--- config.mk ---
export PLATFORM = sky130hd
export DESIGN_NAME = fp_quant_convert
export DESIGN_NICKNAME = d
export VERILOG_FILES = /design/src/rtl/fpq_pkg.sv /design/src/rtl/fpq_round_sat.sv /design/src/rtl/fp_quant_convert.sv
export SDC_FILE = /design/constraint.sdc
export NUM_CORES = 1
export LEC_CHECK = 0
export BUFFER_PORTS_ARGS = -buffer_cell sky130_fd_sc_hd__buf_2
export CAP_MARGIN = 20
export CORE_ASPECT_RATIO = 2
export CORE_MARGIN = 2
export CORE_UTILIZATION = 35
export DETAILED_ROUTE_END_ITERATION = 7
export PLACE_DENSITY_LB_ADDON = 0.1
export SYNTH_ARGS = -nofsm -noshare
export SYNTH_HDL_FRONTEND = slang
export SYNTH_HIERARCHICAL = 1
export SYNTH_SLANG_ARGS = --single-unit
--- constraint.sdc ---
create_clock -name clk -period 6.08 [get_ports clk]
set_input_delay 1.52 -clock clk [delete_from_list [all_inputs] [get_ports clk]]
set_output_delay 1.52 -clock clk [all_outputs]
set_load 0.03 [all_outputs]
--- src/rtl/fpq_pkg.sv ---
// Shared constants and the classification type for the FP32 quantizer.
// Imported by the pipeline top and by the round/clamp stage.
package fpq_pkg;

    localparam int EXP_BIAS  = 127;
    localparam int EXP_MAX   = 255;
    localparam int FP_W      = 32;
    localparam int OUT_W_DEF = 16;

    typedef enum logic [1:0] {
        CLS_NORM = 2'd0,
        CLS_ZERO = 2'd1,
        CLS_SAT  = 2'd2,
        CLS_EXC  = 2'd3
    } cls_t;

endpackage

--- src/rtl/fpq_round_sat.sv ---
// Round-half-away-from-zero on the magnitude, apply sign, clamp to OUT_W.
// The magnitude input carries one fraction bit (the half bit) as its LSB.
module fpq_round_sat
    import fpq_pkg::*;
#(
    parameter int OUT_W = OUT_W_DEF
) (
    input  cls_t             cls,
    input  logic             sign,
    input  logic [OUT_W:0]   mag,
    output logic [OUT_W-1:0] data,
    output logic             sat,
    output logic             exc
);

    localparam logic [OUT_W:0]   LIM_P = {2'b00, {(OUT_W-1){1'b1}}};
    localparam logic [OUT_W:0]   LIM_N = {2'b01, {(OUT_W-1){1'b0}}};
    localparam logic [OUT_W-1:0] MAX_D = {1'b0, {(OUT_W-1){1'b1}}};
    localparam logic [OUT_W-1:0] MIN_D = {1'b1, {(OUT_W-1){1'b0}}};

    logic [OUT_W:0] rounded;

    always_comb begin
        data    = '0;
        sat     = 1'b0;
        exc     = 1'b0;
        rounded = {1'b0, mag[OUT_W:1]} + (OUT_W+1)'(mag[0]);
        unique case (cls)
            CLS_EXC: exc = 1'b1;
            CLS_SAT: begin
                sat  = 1'b1;
                data = sign ? MIN_D : MAX_D;
            end
            CLS_ZERO: data = '0;
            CLS_NORM: begin
                if (!sign) begin
                    if (rounded > LIM_P) begin
                        sat  = 1'b1;
                        data = MAX_D;
                    end else begin
                        data = rounded[OUT_W-1:0];
                    end
                // -2^(OUT_W-1) is representable, so only beyond it clamps
                end else if (rounded > LIM_N) begin
                    sat  = 1'b1;
                    data = MIN_D;
                end else begin
                    data = -rounded[OUT_W-1:0];
                end
            end
        endcase
    end

endmodule

--- src/rtl/fp_quant_convert.sv ---
// FP32 product to signed OUT_W integer quantizer, two-stage valid/ready pipe.
// S1 classifies and aligns; S2 registers the rounded/clamped result.
module fp_quant_convert
    import fpq_pkg::*;
#(
    parameter int OUT_W    = OUT_W_DEF,
    parameter int SATCNT_W = 16
) (
    input  logic                clk,
    input  logic                rst,
    input  logic                in_valid,
    output logic                in_ready,
    input  logic [FP_W-1:0]     in_data,
    input  logic                in_exception,
    input  logic                in_overflow,
    input  logic                in_underflow,
    output logic                out_valid,
    input  logic                out_ready,
    output logic [OUT_W-1:0]    out_data,
    output logic                out_sat,
    output logic                out_exc,
    output logic [SATCNT_W-1:0] sat_count
);

    logic [7:0]     exp_f;
    logic [22:0]    man_f;
    logic [4:0]     sh;
    logic [54:0]    sig_w;
    cls_t           cls_c;
    logic [OUT_W:0] mag_c;

    logic           v1;
    cls_t           cls1;
    logic           sgn1;
    logic [OUT_W:0] mag1;
    logic           v2;

    logic [OUT_W-1:0] rs_data;
    logic             rs_sat;
    logic             rs_exc;
    logic             stall;

    assign exp_f = in_data[30:23];
    assign man_f = in_data[22:0];

    // Reset masks out_valid so no output transfer happens in the reset cycle
    assign out_valid = v2 & ~rst;
    assign stall     = out_valid & ~out_ready;
    assign in_ready  = ~stall;

    always_comb begin
        cls_c = CLS_NORM;
        if (in_exception || (exp_f == 8'(EXP_MAX) && man_f != '0))
            cls_c = CLS_EXC;
        else if (in_overflow || exp_f == 8'(EXP_MAX))
            cls_c = CLS_SAT;
        else if (in_underflow || exp_f == 8'd0)
            cls_c = CLS_ZERO;
        else if (exp_f < 8'(EXP_BIAS - 1))
            cls_c = CLS_ZERO;
        else if (exp_f >= 8'(EXP_BIAS + OUT_W))
            cls_c = CLS_SAT;
    end

    // Magnitude with one fraction bit: floor(1.mant * 2^(exp-127) * 2)
    assign sh    = 5'(exp_f - 8'(EXP_BIAS - 1));
    assign sig_w = {31'b0, 1'b1, man_f};
    assign mag_c = (OUT_W+1)'((sig_w << sh) >> 23);

    always_ff @(posedge clk) begin
        if (rst) begin
            v1   <= 1'b0;
            cls1 <= CLS_ZERO;
            sgn1 <= 1'b0;
            mag1 <= '0;
        end else if (!stall) begin
            v1   <= in_valid;
            cls1 <= cls_c;
            sgn1 <= in_data[31];
            mag1 <= mag_c;
        end
    end

    fpq_round_sat #(
        .OUT_W(OUT_W)
    ) u_round_sat (
        .cls (cls1),
        .sign(sgn1),
        .mag (mag1),
        .data(rs_data),
        .sat (rs_sat),
        .exc (rs_exc)
    );

    always_ff @(posedge clk) begin
        if (rst) begin
            v2       <= 1'b0;
            out_data <= '0;
            out_sat  <= 1'b0;
            out_exc  <= 1'b0;
        end else if (!stall) begin
            v2       <= v1;
            out_data <= rs_data;
            out_sat  <= rs_sat;
            out_exc  <= rs_exc;
        end
    end

    always_ff @(posedge clk) begin
        if (rst)
            sat_count <= '0;
        else if (out_valid && out_ready && out_sat && sat_count != '1)
            sat_count <= sat_count + 1'b1;
    end

endmodule

## Yosys cells after proc, flatten, opt, wreduce, memory -nomap -nowiden

Index checks and enable logic that the tools add are counted.

| storage, ports and cells | value |
|---|---|
| flip-flop bits (word level) | 56 |
| bits of input ports | 39 |
| output and inout port bits | 36 |

| cells by class | value |
|---|---|
| add/sub/neg operators | 4 |
| magnitude comparators | 4 |
| eq/ne operators | 4 |
| shifts and indexed selects | 1 |
| mux-type cells | 15 |
| bitwise gates (word level) | 5 |
| reductions and logical operators | 10 |

Operator list:

| cell | number |
|---|---|
| $mux 16 | 4 |
| $shl 24x5->40 | 1 |
| $pmux 16 s2 | 1 |
| $reduce_bool 23->1 | 1 |
| $add 16x1->17 | 1 |
| $gt 17x15->1 const B | 1 |
| $gt 17x16->1 const B | 1 |
| $add 16x1->16 const B | 1 |
| $ne 16x16->1 const B | 1 |
| $neg 16->16 | 1 |
| $mux 2 | 5 |
| $eq 8x8->1 const B | 1 |
| $ge 8x8->1 const B | 1 |
| $logic_not 8->1 | 1 |
| $lt 8x7->1 const B | 1 |
| $sub 5x5->5 const B | 1 |
| $eq 2x2->1 const B | 2 |
| $logic_and 1x1->1 | 4 |
| $mux 1 | 4 |
| $logic_or 1x1->1 | 3 |
| $not 1->1 | 3 |
| $and 1x1->1 | 2 |
| $logic_not 2->1 | 1 |
| $pmux 1 s2 | 1 |

## Logic depth before layout (Yosys ltp)

| logic depth | value |
|---|---|
| word-level depth | 6 |
| mapped depth | 13 |

## Hierarchy

Netlist, hierarchy kept.

Modules (own cells, without submodules):

| module | times used | cells an instance | area each (µm²) |
|---|---|---|---|
| fp_quant_convert | 1 | 464 | 3794.9 |
| fpq_round_sat | 1 | 199 | 1390.1 |

## Worst setup path after synthesis

No wires, ideal clock.

| timing | value |
|---|---|
| kind | input-to-output |
| start point | in out_ready |
| end point | out in_ready |
| arrival time | 2.509 ns |
| data required time | 4.560 ns |
| slack | 2.051 ns |
| stages on the path | 4 |
| cells stage by stage | nand2b_1 nor2_1 clkinv_1 clkbuf_1 |

| on the way | value |
|---|---|
| word-level cells in the longest chain between the ends | 3 |

RTL lines:

| item | line | source |
|---|---|---|
| start: declaration | fp_quant_convert.sv:18 | `input logic out_ready,` |
| $not 1->1 | fp_quant_convert.sv:48 | `assign stall = out_valid & ~out_ready;` |
| $and 1x1->1 | fp_quant_convert.sv:48 |  |
| $not 1->1 | fp_quant_convert.sv:49 | `assign in_ready = ~stall;` |
| end: declaration | fp_quant_convert.sv:12 | `output logic in_ready,` |

No other way between the ends.

## Final worst setup path

| timing | value |
|---|---|
| start point | in in_data[24] |
| end point | reg mag1[2] |

| on the way | value |
|---|---|
| word-level cells in the longest chain between the ends | 2 |

RTL lines:

| item | line | source |
|---|---|---|
| start: declaration | fp_quant_convert.sv:13 | `input logic [FP_W-1:0] in_data,` |
| $sub 5x5->5 | fp_quant_convert.sv:66 | `assign sh = 5'(exp_f - 8'(EXP_BIAS - 1));` |
| $shl 24x5->40 | fp_quant_convert.sv:68 | `assign mag_c = (OUT_W+1)'((sig_w << sh) >> 23);` |
| end signal: assignment | fp_quant_convert.sv:80 | `mag1 <= mag_c;` |
| end: declaration | fp_quant_convert.sv:35 | `logic [OUT_W:0] mag1;` |

No other way between the ends.
A chain may end at the register's enable or synchronous reset.

==> impl_results.md <==
* Core Area at approximately 15,000 µm²
* DR WL/cell at approximately 17 µm
* Mapped cell area at 5180 µm²
* # hold bufs at CTS at 0
* Vias in the first global route at 4,794
* Critical R2R Launch: mag1[1]$_SDFFE_PP0N_
* # rows at 63
* Unique masters post-synth at 71
* CTS clk-pin slew, worst paths at around 70 ps
* Top post-synthesis cells by area: dfxtp_1 (22%), nand2_1 (6.7%), nor2_1 (4.1%)
* Post-Syn Nets at 708
* Resized cells post-CTS at 0
* HP Class: reg2reg
* DRT iter0 DRCs at 348
* Commonest non-fill, non-tap cell in the layout: nand2_1
* Synth top area share at 0.216
* Die W at 90.1 µm
* Hold wc startpoint: out_data[4]$_SDFFE_PP0N_
* Num CTS Buffers at 5
* Post-CTS setup buffers at 0
* Leakage power at 0.00223 µW
* Routed WL at 15.5 mm
* Worst Setup Start Kind: input pin
* Placed cells at 890
* Final std cells w/o fill at 898
* Pin count of the biggest net entering global routing at 43
* Ys async rst share at 0
* Sequential area share after synthesis at 0.216
* Worst-margin pin slew at between 900 and 1000 ps
* FF-to-FF End: out_data[3]$_SDFFE_PP0N_
* Fmax at 226 MHz
* Cell taking the most area after synthesis: dfxtp_1
* Sequential share of power at 0.385
* WS Path Type: in2reg
* Final Hold Viols at 0
* Clk_skew at 9.34 ps
* Setup Total Neg Slack at 0 ps
* Minimum clock period at 4420 ps
* Maxcap violations at 0
* GRT Total Usage at 0.192
* Synth Warn # at 6
* Clock network power share at 0.266
* Worst reg2reg path depth at 10
* RSZ-0062 raised after global routing: false
* Crit path required time at 6260 ps
* TritonCTS clock tree: yes
* Post-route setup slack at about 1700 ps
* Top_reg_cell synth: dfxtp_1
* Critical-path maximum fanout at 42
* Internal at 699 µW
* Sink Count at 56
* Net Sw Power at 410 µW
* Share of layout cells above drive strength 1 at 0.189
* Post-synth EDFFs at 0
* Area Overhead vs Synth at 11.4%
* Sw frac at 0.370
* I/O pins at 75
* Die area at 15,900 µm²
* Antenna fix cells at 0
* Crit. Startpoint: in_data[24]
* Most frequent cells in the layout: nand2_1 (93), buf_2 (74), nor2_1 (56), dfxtp_1 (56)
* Die Span Y at 176 µm
* Initial Util at 0.354
* Vias at 5,240
* Critical Path AT at ~4600 ps
* Reg2Reg Setup Slack at 2640 ps
* Port Buf Inserts at 74
* # DRC at 0
* Core Util, Final at 0.394
* Setup-failing EPs final at 0
* IR drop worst, VDD at 0.000113 V
* Detail Placement HPWL at 11.6 mm
* Filler cells at roughly 1,600
* DR pass1 iterations at 5
* Antenna violations before repair at 0
* Syn Inst Count at 663
* Worst-Skew Late Latency at 300 ps
* Status: completed
* PwrDens at 192 nW/µm²
* Vias per cell at 5.84
* Avg Cell Area, Syn at around 7.8 µm²
* Yosys reg bits at 56
* Tot Pwr at 1110 µW
* First-pass GRT wire length at 25.4 mm
* Final cycle utilization of the critical path at 0.727
* Combinational Power Share at 0.349
* Relative slew margins at 0.348
* Max Slew Vio Count at 0
* Multi-input gate area at 3770 µm²
* Remaining antenna violation count at 0
* Clk buf depth at 2
* Final GP Congestion at about 0.90
* GR Overflow Total at 0
* DP Worst Slack at 1390 ps
* Final nets at between 700 and 800
* CTS H-tree lvls at 2
* Worst setup path endpoint: mag1[2]$_SDFFE_PP0N_
* Setup crit end kind: flop
* Root Driver: clkbuf_16
* Register area at 1120 µm²
[power by group through the flow]
| stage | clock [µW] | sequential [µW] | combinational, µW |
|---|---|---|---|
| 2_1_floorplan | 0 | 418 | 297 |
| 4_1_cts | 306 | 426 | 385 |
| 6_report | 295 | 427 | 387 |
| 3_3_place_gp | 0 | 435 | 384 |
| 5_1_grt | 318 | 432 | 426 |
| 3_5_place_dp | 0 | 435 | 384 |
[area by class of cell]
cell class,instances,share of cell area
well taps,195,0.0422
flip-flops and latches,56,0.194
repair buffers,83,0.0758
multi-input cells,540,0.652
clock buffers,5,0.0217
inverters,16,0.0104
clock inverters,3,0.00368
[Yosys cell counts (13+ instances only)]
cell type and instances:
clkbuf_1 30, nor2_1 57, inv_1 15, mux2_2 14
nand4_1 13, nand3b_1 22, xnor2_1 24, nor3_1 21
nand3_1 20, xor2_1 20, o21ai_0 25, dfxtp_1 56
a21oi_1 25, nor4_1 16, mux2i_1 14, nand2_1 93
[per-stage QoR]
stage	hold WS [ps]	instance area [µm²]
finish	433	5780
CTS	439	5780
global route	456	5780
detailed placement	424	5630
global placement	422	5630
floorplan	414	5180
[worst max-delay path: stages]
cell	delay [ps]
buf_2	650
ha_1	760
buf_4	340
mux4_1	360
mux2_2	300
a2111oi_0	440
or3_1	170
a21oi_1	40
[cell families after synthesis]
| logic type | after synthesis | synth area share |
|---|---|---|
| AND/OR/NAND/NOR | 293 | 0.291 |
| AO/OA/AOI/OAI | 154 | 0.218 |
| flip-flops | 56 | 0.216 |
| XOR/XNOR | 44 | 0.0743 |
| buffers and inverters | 67 | 0.0584 |
| multiplexers | 43 | 0.128 |
| adder cells (fa/ha/maj) | 6 | 0.0145 |
[state kept, by name, indices dropped and copies added, names as in the netlist]
signal     flops
out_data      16
out_exc        1
v1             1
sat_count     16
cls1           2
out_sat        1
sgn1           1
v2             1
mag1          17
[how the worst min path moves through the flow]
stage | endpoint | cells after the start
after detailed placement | out_data[14]$_SDFFE_PP0N_ | 2
after global routing | out_data[4]$_SDFFE_PP0N_ | 2
after CTS | out_data[14]$_SDFFE_PP0N_ | 2
final | out_data[4]$_SDFFE_PP0N_ | 2
after floorplan | sgn1$_SDFFE_PP0N_ | 2
after global placement | out_data[4]$_SDFFE_PP0N_ | 2
[metal layers]
metal | vias to the layer above | wire length [µm] | global-route usage | share of wire
met4 | 0 | 265 | 0.0519 | 0.017
li1 | 2561 | - | - | -
met1 | 2554 | 7120 | 0.266 | 0.46
met2 | 107 | 7670 | 0.321 | 0.49
met5 | - | 0 | 0 | 0
met3 | 18 | 470 | 0.0175 | 0.030
Power figures use the tool's default switching activity.
